**config.mk**
```make
export PLATFORM = sky130hd
export DESIGN_NAME = mem_stage_flat
export DESIGN_NICKNAME = d
export VERILOG_FILES = /design/src/rtl/mem_stage_if.sv /design/src/rtl/mem_stage.sv /design/src/flat_wrapper.sv
export SDC_FILE = /design/constraint.sdc
export NUM_CORES = 1
export LEC_CHECK = 0
export ABC_AREA = 1
export CAP_MARGIN = 0
export CORE_ASPECT_RATIO = 0.6
export CORE_MARGIN = 3
export CORE_UTILIZATION = 35
export CTS_CLUSTER_SIZE = 14
export DETAILED_ROUTE_END_ITERATION = 8
export GPL_TIMING_DRIVEN = 0
export PLACE_DENSITY_LB_ADDON = 0.12
export SLEW_MARGIN = 20
export SYNTH_ARGS = -nofsm -noshare
export SYNTH_HDL_FRONTEND = slang
export SYNTH_SLANG_ARGS = --single-unit
```
**constraint.sdc**
```tcl
create_clock -name clk_in -period 4.49 [get_ports clk_in]
set_input_delay 0.898 -clock clk_in [delete_from_list [all_inputs] [get_ports clk_in]]
set_output_delay 0.898 -clock clk_in [all_outputs]
set_load 0.05 [all_outputs]
```
**src/rtl/mem_stage_if.sv**
```systemverilog
// Memory-controller bus between the memory-access stage and the memory
// controller: a level request with access attributes, and a one-cycle
// completion pulse carrying load data.
interface mem_stage_if #(
   parameter int XLEN = 32
);
   logic            mem_req_o;
   logic            mem_we_o;
   logic [XLEN-1:0] mem_addr_o;
   logic [1:0]      mem_len_o;
   logic [XLEN-1:0] mem_wdata_o;
   logic            mem_done_i;
   logic [XLEN-1:0] mem_rdata_i;

   // Pipeline stage side: issues requests, receives completion.
   modport master (
      output mem_req_o, mem_we_o, mem_addr_o, mem_len_o, mem_wdata_o,
      input  mem_done_i, mem_rdata_i
   );

   // Memory controller side.
   modport slave (
      input  mem_req_o, mem_we_o, mem_addr_o, mem_len_o, mem_wdata_o,
      output mem_done_i, mem_rdata_i
   );
endinterface

```
**src/rtl/mem_stage.sv**
```systemverilog
// Memory-access stage: issues loads/stores to the memory controller, stalls
// upstream while an access is outstanding, and produces the registered
// writeback bundle plus a combinational forward path back to decode.
module mem_stage #(
   parameter int CMD_W = 6,
   parameter int XLEN  = 32
) (
   input  logic             clk_in,
   input  logic             rst_in,
   input  logic             rdy_in,
   input  logic [CMD_W-1:0] cmdtype_in,
   input  logic [4:0]       rsd_addr_in,
   input  logic [XLEN-1:0]  rsd_data_in,
   input  logic             write_rsd_in,
   input  logic [XLEN-1:0]  mem_addr_in,
   input  logic [XLEN-1:0]  store_data_in,
   mem_stage_if.master      bus,
   output logic             stall_req_o,
   output logic             wb_we_o,
   output logic [4:0]       wb_addr_o,
   output logic [XLEN-1:0]  wb_data_o,
   output logic             mem_forward_o,
   output logic [4:0]       mem_forward_addr_o,
   output logic [XLEN-1:0]  mem_forward_data_o
);

   // Command codes shared with the decoder's command-type bus.
   localparam logic [CMD_W-1:0] CMD_LB  = CMD_W'(11);
   localparam logic [CMD_W-1:0] CMD_LH  = CMD_W'(12);
   localparam logic [CMD_W-1:0] CMD_LW  = CMD_W'(13);
   localparam logic [CMD_W-1:0] CMD_LBU = CMD_W'(14);
   localparam logic [CMD_W-1:0] CMD_LHU = CMD_W'(15);
   localparam logic [CMD_W-1:0] CMD_SB  = CMD_W'(16);
   localparam logic [CMD_W-1:0] CMD_SH  = CMD_W'(17);
   localparam logic [CMD_W-1:0] CMD_SW  = CMD_W'(18);

   typedef enum logic {IDLE = 1'b0, WAIT = 1'b1} state_t;

   state_t          state, state_nxt;
   logic            is_load, is_store, is_mem;
   logic            done_acc;
   logic [1:0]      len;
   logic [XLEN-1:0] load_data;

   // Access size encoded as bytes-1.
   function automatic logic [1:0] access_len(input logic [CMD_W-1:0] cmd);
      case (cmd)
         CMD_LB, CMD_LBU, CMD_SB: access_len = 2'd0;
         CMD_LH, CMD_LHU, CMD_SH: access_len = 2'd1;
         default:                 access_len = 2'd3;
      endcase
   endfunction

   // Sign/zero extension of low-aligned load data.
   function automatic logic [XLEN-1:0] load_extend(input logic [CMD_W-1:0] cmd,
                                                   input logic [XLEN-1:0]  rdata);
      case (cmd)
         CMD_LB:  load_extend = {{(XLEN-8){rdata[7]}}, rdata[7:0]};
         CMD_LBU: load_extend = {{(XLEN-8){1'b0}}, rdata[7:0]};
         CMD_LH:  load_extend = {{(XLEN-16){rdata[15]}}, rdata[15:0]};
         CMD_LHU: load_extend = {{(XLEN-16){1'b0}}, rdata[15:0]};
         default: load_extend = rdata;
      endcase
   endfunction

   // Clears store-data bits above the access width.
   function automatic logic [XLEN-1:0] width_mask(input logic [1:0]      l,
                                                  input logic [XLEN-1:0] data);
      case (l)
         2'd0:    width_mask = data & XLEN'(8'hFF);
         2'd1:    width_mask = data & XLEN'(16'hFFFF);
         default: width_mask = data;
      endcase
   endfunction

   // Classify the command held in the EX/MEM latch.
   always_comb begin
      is_load   = cmdtype_in inside {CMD_LB, CMD_LH, CMD_LW, CMD_LBU, CMD_LHU};
      is_store  = cmdtype_in inside {CMD_SB, CMD_SH, CMD_SW};
      is_mem    = is_load || is_store;
      len       = access_len(cmdtype_in);
      load_data = load_extend(cmdtype_in, bus.mem_rdata_i);
      // A completion only counts while the pipeline is advancing.
      done_acc  = (state == WAIT) && bus.mem_done_i && rdy_in;
   end

   // State register; rdy_in low freezes the access sequence.
   always_ff @(posedge clk_in) begin
      if (rst_in)      state <= IDLE;
      else if (rdy_in) state <= state_nxt;
   end

   // Next-state: enter WAIT on a memory op, leave on completion.
   always_comb begin
      state_nxt = state;
      case (state)
         IDLE:    if (is_mem) state_nxt = WAIT;
         WAIT:    if (bus.mem_done_i) state_nxt = IDLE;
         default: state_nxt = IDLE;
      endcase
   end

   // Request attributes come straight from the latch, which upstream holds stable.
   always_comb begin
      bus.mem_req_o   = (state == WAIT);
      bus.mem_we_o    = 1'b0;
      bus.mem_addr_o  = '0;
      bus.mem_len_o   = 2'd0;
      bus.mem_wdata_o = '0;
      if (bus.mem_req_o) begin
         bus.mem_we_o    = is_store;
         bus.mem_addr_o  = mem_addr_in;
         bus.mem_len_o   = len;
         bus.mem_wdata_o = is_store ? width_mask(len, store_data_in) : '0;
      end
   end

   // Stall holds upstream until the completing cycle, so the next op enters on that edge.
   always_comb begin
      stall_req_o        = is_mem && !done_acc;
      mem_forward_o      = 1'b0;
      mem_forward_data_o = '0;
      if (!is_mem) begin
         mem_forward_o      = write_rsd_in && (rsd_addr_in != 5'd0);
         mem_forward_data_o = rsd_data_in;
      end else if (is_load && done_acc) begin
         mem_forward_o      = 1'b1;
         mem_forward_data_o = load_data;
      end
      mem_forward_addr_o = mem_forward_o ? rsd_addr_in : 5'd0;
      if (!mem_forward_o) mem_forward_data_o = '0;
   end

   // Writeback bundle: ALU results pass through, loads write on completion, else bubble.
   always_ff @(posedge clk_in) begin
      if (rst_in) begin
         wb_we_o   <= 1'b0;
         wb_addr_o <= '0;
         wb_data_o <= '0;
      end else if (rdy_in) begin
         if (!is_mem) begin
            wb_we_o   <= write_rsd_in && (rsd_addr_in != 5'd0);
            wb_addr_o <= rsd_addr_in;
            wb_data_o <= rsd_data_in;
         end else if (is_load && done_acc) begin
            wb_we_o   <= (rsd_addr_in != 5'd0);
            wb_addr_o <= rsd_addr_in;
            wb_data_o <= load_data;
         end else begin
            wb_we_o   <= 1'b0;
            wb_addr_o <= '0;
            wb_data_o <= '0;
         end
      end
   end

endmodule

```
**src/flat_wrapper.sv**
```systemverilog
// flat-port wrapper written by rule: the top's interface ports become plain ports
module mem_stage_flat 
#(
   parameter int CMD_W = 6,
   parameter int XLEN  = 32
)
  (clk_in, rst_in, rdy_in, cmdtype_in, rsd_addr_in, rsd_data_in, write_rsd_in, mem_addr_in, store_data_in, stall_req_o, wb_we_o, wb_addr_o, wb_data_o, mem_forward_o, mem_forward_addr_o, mem_forward_data_o, bus_mem_req_o, bus_mem_we_o, bus_mem_addr_o, bus_mem_len_o, bus_mem_wdata_o, bus_mem_done_i, bus_mem_rdata_i);
  mem_stage_if #(.XLEN(XLEN)) bus_i ();
  input  logic clk_in;
  input  logic rst_in;
  input  logic rdy_in;
  input  logic [CMD_W-1:0] cmdtype_in;
  input  logic [4:0] rsd_addr_in;
  input  logic [XLEN-1:0] rsd_data_in;
  input  logic write_rsd_in;
  input  logic [XLEN-1:0] mem_addr_in;
  input  logic [XLEN-1:0] store_data_in;
  output logic stall_req_o;
  output logic wb_we_o;
  output logic [4:0] wb_addr_o;
  output logic [XLEN-1:0] wb_data_o;
  output logic mem_forward_o;
  output logic [4:0] mem_forward_addr_o;
  output logic [XLEN-1:0] mem_forward_data_o;
  output wire logic [$bits(bus_i.mem_req_o)-1:0] bus_mem_req_o;
  output wire logic [$bits(bus_i.mem_we_o)-1:0] bus_mem_we_o;
  output wire logic [$bits(bus_i.mem_addr_o)-1:0] bus_mem_addr_o;
  output wire logic [$bits(bus_i.mem_len_o)-1:0] bus_mem_len_o;
  output wire logic [$bits(bus_i.mem_wdata_o)-1:0] bus_mem_wdata_o;
  input wire logic [$bits(bus_i.mem_done_i)-1:0] bus_mem_done_i;
  input wire logic [$bits(bus_i.mem_rdata_i)-1:0] bus_mem_rdata_i;
  assign bus_mem_req_o = bus_i.mem_req_o;
  assign bus_mem_we_o = bus_i.mem_we_o;
  assign bus_mem_addr_o = bus_i.mem_addr_o;
  assign bus_mem_len_o = bus_i.mem_len_o;
  assign bus_mem_wdata_o = bus_i.mem_wdata_o;
  assign bus_i.mem_done_i = bus_mem_done_i;
  assign bus_i.mem_rdata_i = bus_mem_rdata_i;
  mem_stage #(.CMD_W(CMD_W), .XLEN(XLEN)) u_core (.clk_in(clk_in), .rst_in(rst_in), .rdy_in(rdy_in), .cmdtype_in(cmdtype_in), .rsd_addr_in(rsd_addr_in), .rsd_data_in(rsd_data_in), .write_rsd_in(write_rsd_in), .mem_addr_in(mem_addr_in), .store_data_in(store_data_in), .bus(bus_i), .stall_req_o(stall_req_o), .wb_we_o(wb_we_o), .wb_addr_o(wb_addr_o), .wb_data_o(wb_data_o), .mem_forward_o(mem_forward_o), .mem_forward_addr_o(mem_forward_addr_o), .mem_forward_data_o(mem_forward_data_o));
endmodule
```
Word level (Yosys, flattened, before mapping) --
Index checks and enable logic that the tools add are counted.
Storage, ports and cells: flip-flop bits (word level) 39, input port bits 144, output and inout port bits 145, word-level logic and storage cells 48
Operators by class: eq/ne operators 9, multiplexer cells 21, bitwise logic cells 1, reductions and logical operators 13
Operators by type and width (count):
- $mux 32 | 6
- $pmux 32 s4 | 1
- $pmux 32 s2 | 1
- $eq 6x4->1 const B | 5
- $eq 6x5->1 const B | 3
- $mux 5 | 3
- $reduce_bool 5->1 | 2
- $mux 1 | 7
- $reduce_or 3->1 | 2
- $logic_and 1x1->1 | 5
- $pmux 2 s2 | 1
- $reduce_bool 3->1 | 1
- $eq 2x1->1 const B | 1
- $logic_not 2->1 | 1
- $mux 2 | 1
- $pmux 1 s2 | 1
- $logic_not 1->1 | 1
- $logic_or 1x1->1 | 1
- $not 1->1 | 1

Longest topological paths before layout --
Gate-level depths: netlist of the first run.
word-level depth 7, depth in mapped cells 13, mapped depth without buffers 12

Worst setup path after synthesis of the first run --
Ideal clock, no wire load.
path kind input to output, from input port cmdtype_in[2], to output port bus_mem_wdata_o[22], arrival 2.563 ns, setup slack 1.029 ns, cell stages on the path 8, cell sequence inv_1 -> nand2_1 -> nor2_1 -> nand2_2 -> nor2_4 -> buf_2 -> nand2_1 -> nor2_1
Between the ends: longest elaborated chain between the ends 7, elaborated cells on any way between the ends 16, classes of those cells eq/ne (8); mux (4); reduce/logical (4)
Ends and longest elaborated chain:
- from (decl) | line flat_wrapper.sv:12 | input logic [CMD_W-1:0] cmdtype_in;
- $eq 6x5->1 / $eq 6x4->1 (equally long branches) | line mem_stage.sv:47, mem_stage.sv:79
- $reduce_or 3->1 | line mem_stage.sv:47 | case (cmd)
- $pmux 2 s2 | line mem_stage.sv:47
- $eq 2x1->1 / $logic_not 2->1 (equally long branches) | line mem_stage.sv:69 | case (l)
- $pmux 32 s2 | line mem_stage.sv:69
- $mux 32 (*) | line mem_stage.sv:114 | bus.mem_wdata_o = is_store ? width_mask(len, store_data_in) : '0;
- $mux 32 (*) | line mem_stage.sv:110 | if (bus.mem_req_o) begin
- to (decl) | line flat_wrapper.sv:29 | output wire logic [$bits(bus_i.mem_wdata_o)-1:0] bus_mem_wdata_o;
Mark *: on every way between the ends. The rest lies on a longest branch, timed or not.

Worst setup path in the final report of the first run --
from input port cmdtype_in[0], to output port bus_mem_wdata_o[30]
The elaborated chain is that of the path after synthesis.

==> results of run 1 <==
-- per-layer routing --
| layer | track usage | share of wire |
|---|---|---|
| met5 | 0 | 0 |
| met4 | 0.0660 | 0.018 |
| met3 | 0.0934 | 0.094 |
| met2 | 0.491 | 0.48 |
| met1 | 0.328 | 0.41 |
-- worst max path at each step --
| stage | startpoint | to | slack, ns | cells after the start |
|---|---|---|---|---|
| after floorplan | cmdtype_in[2] | bus_mem_wdata_o[22] | 1.03 | 8 |
| after global placement | cmdtype_in[0] | mem_forward_data_o[30] | 0.21 | 11 |
| after detailed placement | cmdtype_in[0] | bus_mem_wdata_o[21] | 0.09 | 11 |
| after CTS | cmdtype_in[2] | bus_mem_wdata_o[21] | 0.09 | 12 |
| after global routing | cmdtype_in[0] | bus_mem_wdata_o[29] | 0.0005 | 11 |
| final | cmdtype_in[0] | bus_mem_wdata_o[30] | 0.12 | 11 |
-- kinds of logic after synthesis --
kind of cell | Yosys count | synth area share
buffers and inverters | 154 | 0.201
AOI/OAI and AO/OA | 41 | 0.0744
and+or+nand+nor | 382 | 0.489
DFF | 39 | 0.236
-- sequential cells by signal (all words and copies together) (netlist names) --
register / flops
u_core.bus.mem_req_o: 1
u_core.wb_addr_o: 5
u_core.wb_data_o: 32
u_core.wb_we_o: 1
-- cells in the final DEF (no fill, tap or decap) --
cell type | netlist | routed
inv_2 | 4 | 4
inv_1 | 115 | 115
o21ai_1 | 6 | 6
buf_4 | 1 | 1
nand4_1 | 16 | 16
clkinv_2 | 0 | 1
clkinv_1 | 1 | 1
clkbuf_1 | 13 | 14
buf_2 | 10 | 10
nand3_4 | 1 | 1
clkinvlp_4 | 0 | 1
buf_8 | 1 | 1
nor2_4 | 4 | 4
a21oi_1 | 16 | 16
nand3_2 | 4 | 4
a21oi_2 | 11 | 11
nand3_1 | 43 | 43
buf_1 | 1 | 1
clkbuf_16 | 0 | 5
o21ai_0 | 8 | 8
dlymetal6s2s_1 | 0 | 2
nand2_4 | 1 | 1
nor2_2 | 1 | 1
buf_6 | 8 | 8
nand2_1 | 188 | 188
nand2_2 | 4 | 4
dfxtp_1 | 39 | 39
nor2_1 | 118 | 118
nor3_1 | 2 | 2
clkdlybuf4s50_1 | 0 | 284
-- metrics by stage --
stage	hold WS, ns	setup WS (ns)	area (um2)	util	std cells
after floorplan	0.763	1.03	3310	-	616
after detailed placement	0.538	0.0901	6330	0.716	1028
after global routing	0.584	0.000549	6480	0.732	1036
after global placement	0.536	0.209	6330	0.716	1028
final	0.554	0.118	6480	0.732	1036
after CTS	0.551	0.0854	6470	0.732	1036
-- critical path, cell delays in order --
cell and delay, ns:
clkdlybuf4s50_1 0.47, nand2_2 0.14, nor2_4 0.06, nand2_2 0.07
buf_6 0.14, nand2_1 0.13, a21oi_2 0.20, nand3_2 0.20
buf_2 0.24, nor2_1 0.10, clkdlybuf4s50_1 0.82
-- power groups by stage --
stage / clock (uW) / sequential, uW / combinational, uW
floorplan: 0 / 476 / 259
global placement: 0 / 391 / 611
detailed placement: 0 / 392 / 619
CTS: 352 / 385 / 622
global route: 369 / 388 / 660
finish: 349 / 385 / 621
-- cell type report --
| type | instances | area [um2] |
|---|---|---|
| repair buffers | 286 | 2870 |
| fillers | 715 | 2370 |
| clock inverters | 2 | 12.5 |
| multi-input cells | 423 | 1870 |
| inverters | 120 | 450 |
| well taps | 126 | 158 |
| flip-flops and latches | 39 | 781 |
| plain buffers | 34 | 215 |
| clock buffers | 6 | 129 |
==> flow_metrics.py, run 1 <==
metrics = {
    "worst_setup_path": {
        "r2r_cells": 10,
        "r2r_end": "u_core.wb_data_o[30]",
        "cp.required_ns": 3.59,
        "critPathKind": "in -> out",
        "path_max_fanout": 10,
        "cp.arrival_ns": 3.47,
        "start_kind": "input pin",
        "worst-r2r-setup-slack_ns": 2.86,
        "r2r_start": "u_core.bus.mem_req_o",
        "cp-end-kind": "output pin",
    },
    "drt": {
        "ant_nets": 0,
        "routed_wl_um": 15600,
        "drtIter0Drc": 227,
        "drt-wirelength-per-cell_um": 15.1,
        "via_per_inst": 4.61,
        "drtPass1Iterations": 5,
        "vias": 4781,
        "drc": 0,
    },
    "yosys": {
        "synth_edf_count": 0,
        "syn_inst": 616,
        "ys_seq_elements": 39,
        "yosys_warnings": 0,
        "synth-main-ff-cell": "dfxtp_1",
        "ys_seq_area_frac": 0.236,
        "ys_async_sr_fraction": 0,
        "synthTopCellsByArea": "dfxtp_1 (24%), nand2_1 (21%), nor2_1 (13%)",
        "synth.cell_area_mm2": 0.00331,
        "synth_most_common_cell": "nand2_1",
        "synth_top_area_cell": "dfxtp_1",
        "syn-num-nets": 760,
        "synth_commonest_cells": "nand2_1 (188), nor2_1 (118), inv_1 (115)",
        "synth_area_per_cell_um2": 5.38,
        "synth_top_area_frac": 0.236,
        "netlist-cell-type-count": 25,
    },
    "cells_and_area": {
        "layout-drive-gt1-share": 0.0626,
        "fin_nets": 1053,
        "diodes": 0,
        "area_delta_synth_final_pct": 95.6,
    },
    "sta": {
        "max_freq_mhz": 229,
        "fin_skew_ns": 0.00317,
        "tns_ns": 0,
        "drv_slew": 0,
        "finalHoldViolCount": 0,
        "rsz0062_at_grt": "no",
        "post-route-min-period_ns": 4.37,
        "tightestPinTransition_ns": 0.603,
        "setup_viol": 0,
        "slew_headroom": 0.598,
        "fin_crit_sh": 0.974,
    },
    "pwr": {
        "share_seq_of_total_power": 0.285,
        "p_per_area_mw_per_mm2": 209,
        "p_int_uw": 833,
        "clkPwrFrac": 0.257,
        "ir_drop_mv": 0.141,
        "netSwitchingPower_uw": 522,
        "power.leakage_uw": 0.00334,
        "power.total_uw": 1350,
        "power_frac_comb": 0.458,
        "switching_share": 0.385,
    },
    "cts": {
        "clock-sinks": 39,
        "cts_resized": 0,
        "clk_pin_slew_ns": 0.06,
        "hold_buffers": 0,
        "cts_buffer_depth": 2,
        "htreeDepth": 2,
        "cts_buffers": 5,
        "clockRootBuffer": "clkbuf_16",
        "clk_latency_ns": 0.28,
        "post_cts_buffers": 0,
        "cts_tree": "built",
    },
    "place": {
        "gp_congestion": 0.874,
        "portBuffers": 286,
        "dpl.hpwl_um": 12900,
    },
    "floorplan": {
        "io-pin-count": 289,
        "core-area_mm2": 0.00885,
        "fp.dieW_um": 132,
        "die_area_mm2": 0.0107,
        "start_util": 0.374,
        "fp.dieH_um": 81.4,
        "row_count": 26,
    },
    "global_route": {
        "track_usage": 0.276,
        "grt_pass1_wl_um": 24000,
        "overflow": 0,
        "grt_pass1_vias": 4712,
        "grt_max_degree": 13,
        "antenna_found_initial": 0,
    },
    "job": {
        "drv_cap": 0,
    },
    "hold_path": {
        "hold_path.class": "reg -> reg",
        "min_from": "u_core.wb_data_o[24]",
        "holdPathStages": 4,
        "hold_path_end": "u_core.wb_data_o[24]",
    },
    "run_status": {
        "status": "completed",
    },
}
(Power assumes the default switching activity.)
==> run 2: changes to the inputs <==
--- a/config.mk
+++ b/config.mk
@@ -13,6 +13,7 @@
 export CTS_CLUSTER_SIZE = 14
 export DETAILED_ROUTE_END_ITERATION = 8
 export GPL_TIMING_DRIVEN = 0
+export HOLD_SLACK_MARGIN = 0.1
 export PLACE_DENSITY_LB_ADDON = 0.12
 export SLEW_MARGIN = 20
 export SYNTH_ARGS = -nofsm -noshare
==> results of run 2 <==
Final layout, timing and power as in run 1 (identical DEF).
